$ cat src/rtl/clkdiv_sequencer.sv
// Programmable clock divider with glitch-free divisor hand-over and a drain-to-stop
// sequence: divisor changes and stop requests only take effect on a period boundary.
module clkdiv_sequencer #(
    parameter int WIDTH       = 28,
    parameter int DEFAULT_DIV = 10
) (
    input  logic             clock_in,
    input  logic             reset_n,
    input  logic             enable,
    input  logic [WIDTH-1:0] cfg_div,
    input  logic             cfg_valid,
    output logic             cfg_ready,
    output logic             cfg_err,
    output logic             clock_out,
    output logic             tick,
    output logic             busy
);

    typedef enum logic [1:0] {STOP, RUN, PEND, DRAIN} state_t;

    localparam logic [WIDTH-1:0] DIV_RST = WIDTH'(DEFAULT_DIV);

    state_t           state, state_next;
    logic [WIDTH-1:0] cur_div, cur_div_next;
    logic [WIDTH-1:0] nxt_div, nxt_div_next;
    logic [WIDTH-1:0] count, count_next;
    logic             drain;
    logic             active, wrap, xfer, legal;
    logic             clock_out_next, tick_next, cfg_err_next;

    assign active    = (state != STOP);
    assign cfg_ready = (state == STOP) || (state == RUN);
    assign busy      = active;
    assign xfer      = cfg_valid && cfg_ready;
    assign legal     = (cfg_div > WIDTH'(1));
    // cur_div >= 2 always, so cur_div-1 cannot underflow and count+1 cannot overflow
    assign wrap      = active && (count == cur_div - WIDTH'(1));

    // Outputs are registered from the pre-edge state, hence the two-edge start latency
    assign clock_out_next = active && (count < (cur_div >> 1));
    assign tick_next      = active && (count == '0);
    assign cfg_err_next   = xfer && !legal;

    always_comb begin
        state_next   = state;
        cur_div_next = cur_div;
        nxt_div_next = nxt_div;
        count_next   = '0;
        if (active) begin
            count_next = wrap ? '0 : count + WIDTH'(1);
        end
        case (state)
            STOP: begin
                if (xfer && legal) begin
                    cur_div_next = cfg_div;
                end
                if (enable) begin
                    state_next = RUN;
                end
            end
            RUN: begin
                if (xfer && legal) begin
                    nxt_div_next = cfg_div;
                    state_next   = PEND;
                end else if (!enable) begin
                    state_next = DRAIN;
                end
            end
            PEND: begin
                if (wrap) begin
                    cur_div_next = nxt_div;
                    state_next   = enable ? RUN : STOP;
                end
            end
            DRAIN: begin
                // re-enable resumes without disturbing the counter
                if (enable) begin
                    state_next = RUN;
                end else if (wrap && drain) begin
                    state_next = STOP;
                end
            end
            default: state_next = STOP;
        endcase
    end

    always_ff @(posedge clock_in or negedge reset_n) begin
        if (!reset_n) begin
            state     <= STOP;
            cur_div   <= DIV_RST;
            nxt_div   <= DIV_RST;
            count     <= '0;
            drain     <= 1'b0;
            clock_out <= 1'b0;
            tick      <= 1'b0;
            cfg_err   <= 1'b0;
        end else begin
            state     <= state_next;
            cur_div   <= cur_div_next;
            nxt_div   <= nxt_div_next;
            count     <= count_next;
            drain     <= (state_next == DRAIN);
            clock_out <= clock_out_next;
            tick      <= tick_next;
            cfg_err   <= cfg_err_next;
        end
    end

endmodule
$ cat config.mk
export PLATFORM = sky130hd
export DESIGN_NAME = clkdiv_sequencer
export DESIGN_NICKNAME = d
export VERILOG_FILES = /design/src/rtl/clkdiv_sequencer.sv
export SDC_FILE = /design/constraint.sdc
export NUM_CORES = 1
export LEC_CHECK = 0
export BUFFER_PORTS_ARGS = -buffer_cell sky130_fd_sc_hd__buf_2
export CAP_MARGIN = 10
export CORE_MARGIN = 2
export CORE_UTILIZATION = 40
export CTS_CLUSTER_DIAMETER = 200
export DETAILED_ROUTE_END_ITERATION = 16
export GPL_TIMING_DRIVEN = 0
export SYNTH_ARGS = -nofsm -noshare
export SYNTH_HDL_FRONTEND = slang
export SYNTH_SLANG_ARGS = --single-unit
$ cat constraint.sdc
create_clock -name clock_in -period 9.5 [get_ports clock_in]
set_clock_uncertainty 0.1 [all_clocks]
set_input_delay 1.9 -clock clock_in [delete_from_list [all_inputs] [get_ports clock_in]]
set_output_delay 1.9 -clock clock_in [all_outputs]
set_load 0.01 [all_outputs]
==> reports/metrics.csv, run 1 <==
metric,value,unit
status,finished clean,
layout_commonest_cell,dfrtp_1,
cts_sinks,90,
postRouteWirelength,16.6,mm
clock_tree.buffer_depth,2,
postSynth.asyncResetShare,100,%
post-place-ws,4.62,ns
area_overhead_of_the_layout_relative_to_synthesis,12.7,%
grt_max_degree,48,
total_of_warnings_raised_by_yosys,0,
post-route-worst-setup-slack,5.07,ns
synth.yosys.seq_area_share,37.6,%
post_layout_nonfiller_instances,894,
num_rows,44,
drtIter0Drc,256,
dieArea,16000,sq um
final.setup.tns,0,ns
post_cts.repair.setup_buffers,0,
tightestPinTransition,0.995,ns
critPathCaptureType,flip-flop,
largest_vdd_supply_drop,0.000177,V
critPathMaxFanout,10,
cts_buffers,9,
gp_routability_congestion,0.897,
period_minus_slack,4.43,ns
detail_route.wl_per_cell,18.6,microns
ant_nets,0,
criticalPathCategory,primary input to flip-flop,
clk_pin_slew,0.07,ns
timing.max_cap.violations,0,
global_route_wire_length_before_repair,26.9,mm
first_global_vias,5044,
start_util,41.1,%
portBuffers,36,
grt_antenna_before_repair,0,
cts_tree,yes,
postCtsHoldBufs,0,
grtUsageTotal,21.4,%
min-delay-path-class,flip-flop to flip-flop,
synth_enable_flop_cells,0,
start_kind,primary input,
worst_ep_arrival,4.56,ns
p_leak,2.93,nW
final_min_period_over_clock_period,46.6,%
remaining_drc_errors,0,
ys_types,60,
post-dp-hpwl,12.3,mm
setup_viol,0,
rsz_0062_raised_after_global_routing,no,
final_hold_viol_count,0,
first_pass_iters,4,
dr_total_vias,5121,
die_x,126,microns
htreeDepth,3,
ffs_latches_synth,90,
count_of_nets_after_finishing,766,
synth_top_area_share,35.9,%
synthCells,657,
maxSlewViolCount,0,
post_syn_area_per_cell,9.13,sq um
drive_gt1_share,15.1,%
timing.max_slew.rel_slack,33.1,%
maxClockFrequency,226,MHz
antenna_cells_inserted,0,
die_height,126,microns
clk_root_buf,clkbuf_16,
layout.cells.most_common_list,"dfrtp_1 (86), nor2_1 (79), buf_2 (44)",
ys_dominant_reg_cell,dfrtp_1,
fin_total_pwr,2.46,mW
post_synth_main_area_contributors,"dfrtp_1 (36%), ha_1 (6.0%), mux2_2 (5.4%)",
postCtsResizedCells,0,
grt-ovfl-total,0,
routed_via_density,5.73,
pwr_density_cell,364,nW/um^2
worstSkewPairLatency,0.36,ns
synth_area_leader_cell,dfrtp_1,
core_footprint,14600,sq um
synth_nets,718,
place_inst,878,
io-pin-count,37,
worst_ep_required_time,9.64,ns
synth_area,6000,sq um
==> metrics by stage <==
stage	utilization (%)	hold WS [ns]	area (sq um)
floorplan	-	0.358	6000
global placement	43.9	0.364	6410
detailed placement	44.1	0.373	6440
CTS	46.4	0.391	6760
global route	46.4	0.409	6760
finish	46.4	0.386	6760
==> sequential cells by signal (all words and copies together) (netlist names) <==
| register | count |
|---|---|
| clock_out | 1 |
| state | 2 |
| tick | 1 |
| drain | 1 |
| nxt_div | 28 |
| count | 28 |
| cur_div | 28 |
| cfg_err | 1 |
==> synthesized netlist by cell type (2+ instances only) <==
cell	n
nand3_1	11
nor4_1	18
nand2b_1	5
o21a_1	31
ha_1	29
and4_1	3
inv_1	35
buf_2	9
xor2_1	30
or3_1	3
and2_1	3
xnor2_1	27
o2111ai_1	3
a21oi_1	39
or4_1	6
o211ai_1	3
nand2_2	2
clkbuf_1	28
nor2b_1	7
nor3_1	9
mux2_2	29
or4b_2	2
nor3b_1	6
nand4b_1	3
nor4b_1	4
dfrtp_1	86
nand2_1	18
o22ai_1	31
nand3b_1	4
and4b_1	2
o32ai_1	2
a21o_1	8
nor2_1	79
buf_6	3
nand4_1	25
dfstp_2	4
and3_1	10
o21ai_0	15
o21bai_1	2
buf_1	3
==> critical path, stage by stage <==
cell and delay, ns:
buf_2 0.11, nor4_1 0.55, nand4_1 0.22, nor2_1 0.17
nor3b_1 0.11, nand2_1 0.09, clkbuf_1 0.47, buf_1 0.53
mux2_2 0.40
==> area by class of cell <==
cell class | instances | area (sq um)
fill | 1414 | 7830
multi-input combinational | 489 | 3420
buffer | 43 | 195
clock inverter | 5 | 70.1
inverter | 35 | 131
clock buffer | 11 | 253
tap | 184 | 230
timing repair buffer | 37 | 210
sequential | 90 | 2260
==> power breakdown <==
group | switching (mW) | leakage, nW | internal (mW)
clock network | 0.169 | 0.160 | 0.223
logic | 0.793 | 1.61 | 0.606
registers | 0.142 | 1.16 | 0.529
total | 1.10 | 2.93 | 1.36
==> path summary, 6_finish.rpt <==
check                       startpoint     endpoint  slack (ns)  depth (start not counted)
max                        cfg_div[27]  nxt_div[19]        5.07                          9
min in group asynchronous      reset_n  cur_div[23]        1.44                          1
min reg2reg                nxt_div[19]  cur_div[19]        0.39                          1
max in group asynchronous      reset_n    count[13]        7.22                          2
max reg2reg                 cur_div[4]  cur_div[21]        5.53                         11
min                        nxt_div[19]  cur_div[19]        0.39                          1
==> cell families after synthesis <==
group	Yosys count	synth area share (%)
muxes	29	5.44
xor gates and xnor gates	58	8.72
adders and majority gates	29	6.05
AOI/OAI and AO/OA	146	15.7
and+or+nand+nor	227	21.0
buffers and inverters	78	5.44
DFF	90	37.6
==> metal layers <==
metal	wire length (microns)	track usage, %	up-vias
li1	-	-	2470
met1	7690	28.9	2505
met2	7830	35.2	121
met3	699	2.91	25
met4	388	7.69	0
met5	0	0	-
No activity file was read; power rests on OpenSTA's default activity.
==> run 2: changes to the inputs <==
--- a/config.mk
+++ b/config.mk
@@ -5,6 +5,7 @@
 export SDC_FILE = /design/constraint.sdc
 export NUM_CORES = 1
 export LEC_CHECK = 0
+export ABC_AREA = 1
 export BUFFER_PORTS_ARGS = -buffer_cell sky130_fd_sc_hd__buf_2
 export CAP_MARGIN = 10
 export CORE_MARGIN = 2
==> constraint.sdc (replaced) <==
create_clock -name clock_in -period 4.6 [get_ports clock_in]
set_clock_uncertainty 0.1 [all_clocks]
set_input_delay 0.92 -clock clock_in [delete_from_list [all_inputs] [get_ports clock_in]]
set_output_delay 0.92 -clock clock_in [all_outputs]
set_load 0.01 [all_outputs]
==> reports/metrics.csv, run 2 <==
metric,value,unit
ys_types,42,
post-dp-hpwl,13.3,mm
largest_vdd_supply_drop,0.000147,V
layout_commonest_cell,nand2_1,
gp_routability_congestion,0.929,
clk_root_buf,clkbuf_16,
post_synth_main_area_contributors,"dfrtp_1 (33%), nand2_1 (14%), inv_1 (8.1%)",
critPathCaptureType,flip-flop,
remaining_drc_errors,0,
synth_top_family_by_area,simple AND/OR/NAND/NOR gates,
die_x,131,microns
htreeDepth,3,
layout_top_registers,"count (28), cur_div (28), nxt_div (28)",
cts_sinks,90,
critPathMaxFanout,10,
synth.yosys.seq_area_share,34.7,%
post_synth_xor_area_fraction,4.45,%
timing.max_cap.violations,0,
grt_max_degree,68,
synth_area_leader_cell,dfrtp_1,
ant_nets,0,
cts_tree,yes,
tightestPinTransition,0.588,ns
rsz_0062_raised_after_global_routing,no,
final_hold_viol_count,0,
grt-ovfl-total,0,
ys_dominant_reg_cell,dfrtp_1,
maxClockFrequency,316,MHz
period_minus_slack,3.17,ns
dieArea,17300,sq um
cts_buffers,9,
clk_pin_slew,0.07,ns
layout.cells.most_common_list,"nand2_1 (242), inv_1 (141), nor2_1 (97)",
synthCells,929,
clock_tree.buffer_depth,2,
worst_ep_required_time,4.74,ns
synth_compound_gate_area_share,12.2,%
synth-adder-area-share,5.59,%
synth_nets,990,
die_height,131,microns
total_of_warnings_raised_by_yosys,0,
pwr_density_cell,219,nW/um^2
dr_total_vias,5918,
post_synth_and_or_nand_nor_area_fraction,32.6,%
worst_r2r_startpoint,cur_div[0],
status,finished clean,
first_global_vias,5584,
global_route_wire_length_before_repair,28.3,mm
synth_top_area_share,33.1,%
core_footprint,15900,sq um
min-delay-path-class,primary input to async pin,
antenna_cells_inserted,0,
post_cts.repair.setup_buffers,0,
criticalPathCategory,flip-flop to flip-flop,
final.setup.tns,0,ns
postRouteWirelength,17.0,mm
postCtsResizedCells,0,
post_synth_most_frequent_cells,"nand2_1 (242), inv_1 (141), nor2_1 (97)",
io-pin-count,37,
worstSkewPairLatency,0.35,ns
final_min_period_over_clock_period,68.8,%
muxShareOfSynthArea,0,%
worst_ep_arrival,3.31,ns
count_of_nets_after_finishing,1038,
ffs_latches_synth,90,
drive_gt1_share,11.4,%
postSynth.asyncResetShare,100,%
drtIter0Drc,400,
start_util,40.9,%
post-place-ws,1.29,ns
postCtsHoldBufs,0,
grt_antenna_before_repair,0,
timing.max_slew.rel_slack,60.6,%
start_kind,flip-flop,
timing.reg2reg.setup_slack,1.43,ns
p_leak,3.89,nW
portBuffers,36,
first_pass_iters,5,
setup_viol,0,
synth_enable_flop_cells,0,
grtUsageTotal,20.4,%
detail_route.wl_per_cell,14.2,microns
num_rows,46,
routed_via_density,4.94,
area_overhead_of_the_layout_relative_to_synthesis,12.0,%
post-route-worst-setup-slack,1.43,ns
maxSlewViolCount,0,
synth.most_common_cell,nand2_1,
synth_area,6500,sq um
worst_r2r_endpoint,count[15],
post_syn_area_per_cell,6.99,sq um
post-route-util,45.8,%
reg2reg_depth,14,
-- run 2: cell types whose count changed in the layout (fill, tap and decap cells not counted), sizes merged, moves of 23 or more --
cell	previous run	this run
nand2	20	249
inv	37	144
o21ai	15	94
nand3	11	54
nor2	79	110
o21a	31	0
o22ai	31	0
mux2	29	0
a21oi	39	16
xnor2	27	4
-- run 2: cells by family (layout without fill, tap and decap cells) --
family / count (synthesis) / in the layout
buffers and inverters: 168 / 221
and+or+nand+nor: 478 / 478
DFF: 90 / 90
adders and majority gates: 29 / 29
AOI/OAI and AO/OA: 131 / 131
xor gates and xnor gates: 33 / 33
-- run 2: layer usage --
layer	routed length, microns	GRT usage [%]	vias up
li1	-	-	3084
met5	0	0	-
met3	718	2.20	24
met2	7690	32.6	127
met4	340	6.70	0
met1	8290	28.9	2683
-- run 2: layout make-up --
cell class,instances,area [sq um]
Multi-Input combinational cell,671,3570
Inverter,143,537
Sequential cell,90,2260
Fill cell,1759,8610
Buffer,25,135
Clock inverter,6,67.6
Timing Repair Buffer,37,210
Tap cell,216,270
Clock buffer,10,229
-- run 2: worst max-delay path by stage --
stage	start	endpoint	slack [ns]	depth (start not counted)
6_report	cur_div[0]	count[15]	1.43	14
5_1_grt	cur_div[0]	count[11]	1.18	14
4_1_cts	cur_div[0]	count[15]	1.47	14
3_5_place_dp	cfg_div[22]	nxt_div[6]	1.29	12
3_3_place_gp	cfg_div[22]	nxt_div[22]	1.28	12
2_1_floorplan	cfg_div[22]	nxt_div[6]	2.16	11
-- run 2: critical path, stage by stage (launching register included) --
cell and delay [ns]:
dfrtp_1 0.41, inv_1 0.10, ha_1 0.27, nand3_2 0.16, nor2_4 0.18, nand2_1 0.19, xor2_1 0.25, nand3_1 0.11
nor2_1 0.27, nand3_1 0.18, nor2_1 0.26, nor2_2 0.16, buf_2 0.26, nand3b_1 0.11, inv_1 0.05
-- run 2: stage by stage --
step / hold WS [ns] / power, mW / instances / instance area, sq um
2_1_floorplan: 0.374 / 0.808 / 929 / 6500
3_3_place_gp: 0.397 / 0.845 / 1181 / 6950
3_5_place_dp: 0.400 / 0.848 / 1182 / 6980
4_1_cts: 0.380 / 1.61 / 1198 / 7270
5_1_grt: 0.400 / 1.65 / 1198 / 7270
6_report: 0.369 / 1.59 / 1198 / 7270
-- run 2: where the power goes --
| group | switching, mW | total [mW] | internal (mW) |
|---|---|---|---|
| sequential | 0 | 0.791 | 0.791 |
| clock | 0.337 | 0.760 | 0.424 |
| combinational | 0.0273 | 0.0405 | 0.0132 |
| total | 0.364 | 1.59 | 1.23 |
==> run 3: changes to the inputs <==
--- a/config.mk
+++ b/config.mk
@@ -5,7 +5,7 @@
 export SDC_FILE = /design/constraint.sdc
 export NUM_CORES = 1
 export LEC_CHECK = 0
-export ABC_AREA = 1
+export ABC_AREA = 0
 export BUFFER_PORTS_ARGS = -buffer_cell sky130_fd_sc_hd__buf_2
 export CAP_MARGIN = 10
 export CORE_MARGIN = 2
==> constraint.sdc (replaced) <==
create_clock -name clock_in -period 2.6 [get_ports clock_in]
set_clock_uncertainty 0.1 [all_clocks]
set_input_delay 0.52 -clock clock_in [delete_from_list [all_inputs] [get_ports clock_in]]
set_output_delay 0.52 -clock clock_in [all_outputs]
set_load 0.01 [all_outputs]
==> reports/metrics.csv, run 3 (same netlist as run 1, synthesis figures left out) <==
metric,value,unit
final.setup.tns,-41.94,ns
fin_total_pwr,10.4,mW
layout_top_registers,"count (28), cur_div (28), nxt_div (28)",
dr_total_vias,5361,
final_hold_viol_count,0,
critPathMaxFanout,10,
critical-path-top-cell-by-count,buf_6,
grt_antenna_before_repair,0,
worst_ep_arrival,3.56,ns
die_x,126,microns
met3_track_demand_over_resource,2.78,%
tightestPinTransition,0.590,ns
critical-path-slowest-cell,or4_4,
drive_gt1_share,28.3,%
num-fill-cells,1275,
cts_buffers,9,
multi_input_comb_area,3770,sq um
globalRouteMet1Util,29.0,%
worst_r2r_startpoint,cur_div[16],
post-route-worst-setup-slack,-0.818,ns
grt-ovfl-total,0,
gp_routability_congestion,0.871,
layout_commonest_cell,dfrtp_1,
clk_root_buf,clkbuf_16,
io-pin-count,37,
start_util,41.1,%
first_pass_iters,7,
criticalPathCategory,flip-flop to flip-flop,
min-delay-path-class,primary input to async pin,
largest_vdd_supply_drop,0.000570,V
drtIter0Drc,352,
p_leak,3.14,nW
count_of_nets_after_finishing,790,
htreeDepth,3,
num_rows,44,
worst_ep_required_time,2.74,ns
final_min_period_over_clock_period,131,%
postCtsHoldBufs,0,
grt_max_degree,60,
area_overhead_of_the_layout_relative_to_synthesis,25.1,%
maxClockFrequency,293,MHz
period_minus_slack,3.42,ns
core_footprint,14600,sq um
antenna_cells_inserted,0,
met2_usage,37.1,%
status,finished with violations,
crit_buf_inv,3,
routed_via_density,5.84,
grt-busiest-layer,met2,
first_global_vias,5349,
critPathCaptureType,flip-flop,
grtUsageTotal,21.8,%
timing.max_slew.rel_slack,60.7,%
timing.max_cap.violations,0,
dieArea,16000,sq um
worstSkewPairLatency,0.36,ns
cts_sinks,90,
post-dp-hpwl,12.2,mm
pwr_density_cell,1390,nW/um^2
portBuffers,36,
worst_setup_path_startpoint,cur_div[16],
maxSlewViolCount,0,
crit_chain,clkbuf_1 > or3_4 > o21ai_2 > and4b_1 > nand4b_1 > or4_4 > nor4_4 > nand4_4 > buf_6 > buf_6 > o21a_1,
violations,negative setup slack,
start_kind,flip-flop,
layout.cells.most_common_list,"dfrtp_1 (80), nor2_1 (52), buf_2 (36)",
clk_pin_slew,0.07,ns
clock_tree.buffer_depth,2,
die_height,126,microns
postRouteWirelength,17.4,mm
setup_viol,59,
final-seq-area,2260,sq um
critical_path.max_stage_delay,0.59,ns
cpLargestDelayFamily,simple AND/OR/NAND/NOR gates,
detail_route.wl_per_cell,19.0,microns
cts_tree,yes,
ant_nets,0,
rsz_0062_raised_after_global_routing,yes,
global_route_wire_length_before_repair,27.8,mm
remaining_drc_errors,0,
==> run 3: cell count changes in the layout (fill, tap and decap cells not counted), moves of 30 or more <==
cell,delta
nand2_1,-224
inv_1,-106
o21ai_0,-57
nor2_1,-45
nand3_1,-42
o21a_1,+31
o22ai_1,+30
==> run 3: final timing paths <==
path                                    end  slack [ns]  cells past startpoint
worst min-delay path             nxt_div[5]       0.008                      1
max in group asynchronous        nxt_div[1]        1.73                      2
min in group clock_in                 drain        0.31                      2
worst max-delay path            cur_div[24]       -0.82                     11
worst min register to register   cur_div[9]        0.38                      1
worst max register to register  cur_div[24]       -0.82                     11
==> run 3: metal layers <==
layer  routed length (microns)  vias to the layer above
met5                         0                        -
met4                       251                        0
met3                       593                       20
met2                      8620                      121
met1                      7980                     2697
li1                          -                     2523
==> run 3: power breakdown <==
group          switching (mW)  internal, mW
clock network           0.617         0.859
logic                    3.38          3.07
registers               0.561          1.94
total                    4.56          5.87
==> run 3: cell type report <==
cell class,count,share of cell area [%]
repair buffers,68,7.39
inverters,35,1.75
multi-input cells,489,50.3
well taps,184,3.07
plain buffers,36,2.98
clock inverters,6,1.30
flip-flops and latches,90,30.2
clock buffers,10,3.05
==> run 3: per-stage QoR <==
step	instance area [sq um]	std cells	setup slack, ns	util [%]	hold slack [ns]
after floorplan	6080	657	-0.704	-	0.124
after global placement	6490	877	-1.12	44.5	0.363
after detailed placement	6520	878	-1.17	44.7	0.368
after CTS	7090	907	-0.795	48.6	0.0305
after global routing	7500	918	-0.917	51.4	0.0424
final	7500	918	-0.818	51.4	0.00780
==> run 3: timing repair <==
item / 4_1_cts / 5_1_grt
resized for setup: 33 / 78
pin swaps: 9 / 7
setup buffers: 17 / 9
gates cloned: 3 / 4
endpoints found under the hold margin: 0 / 0
setup endpoints to repair: 68 / 69
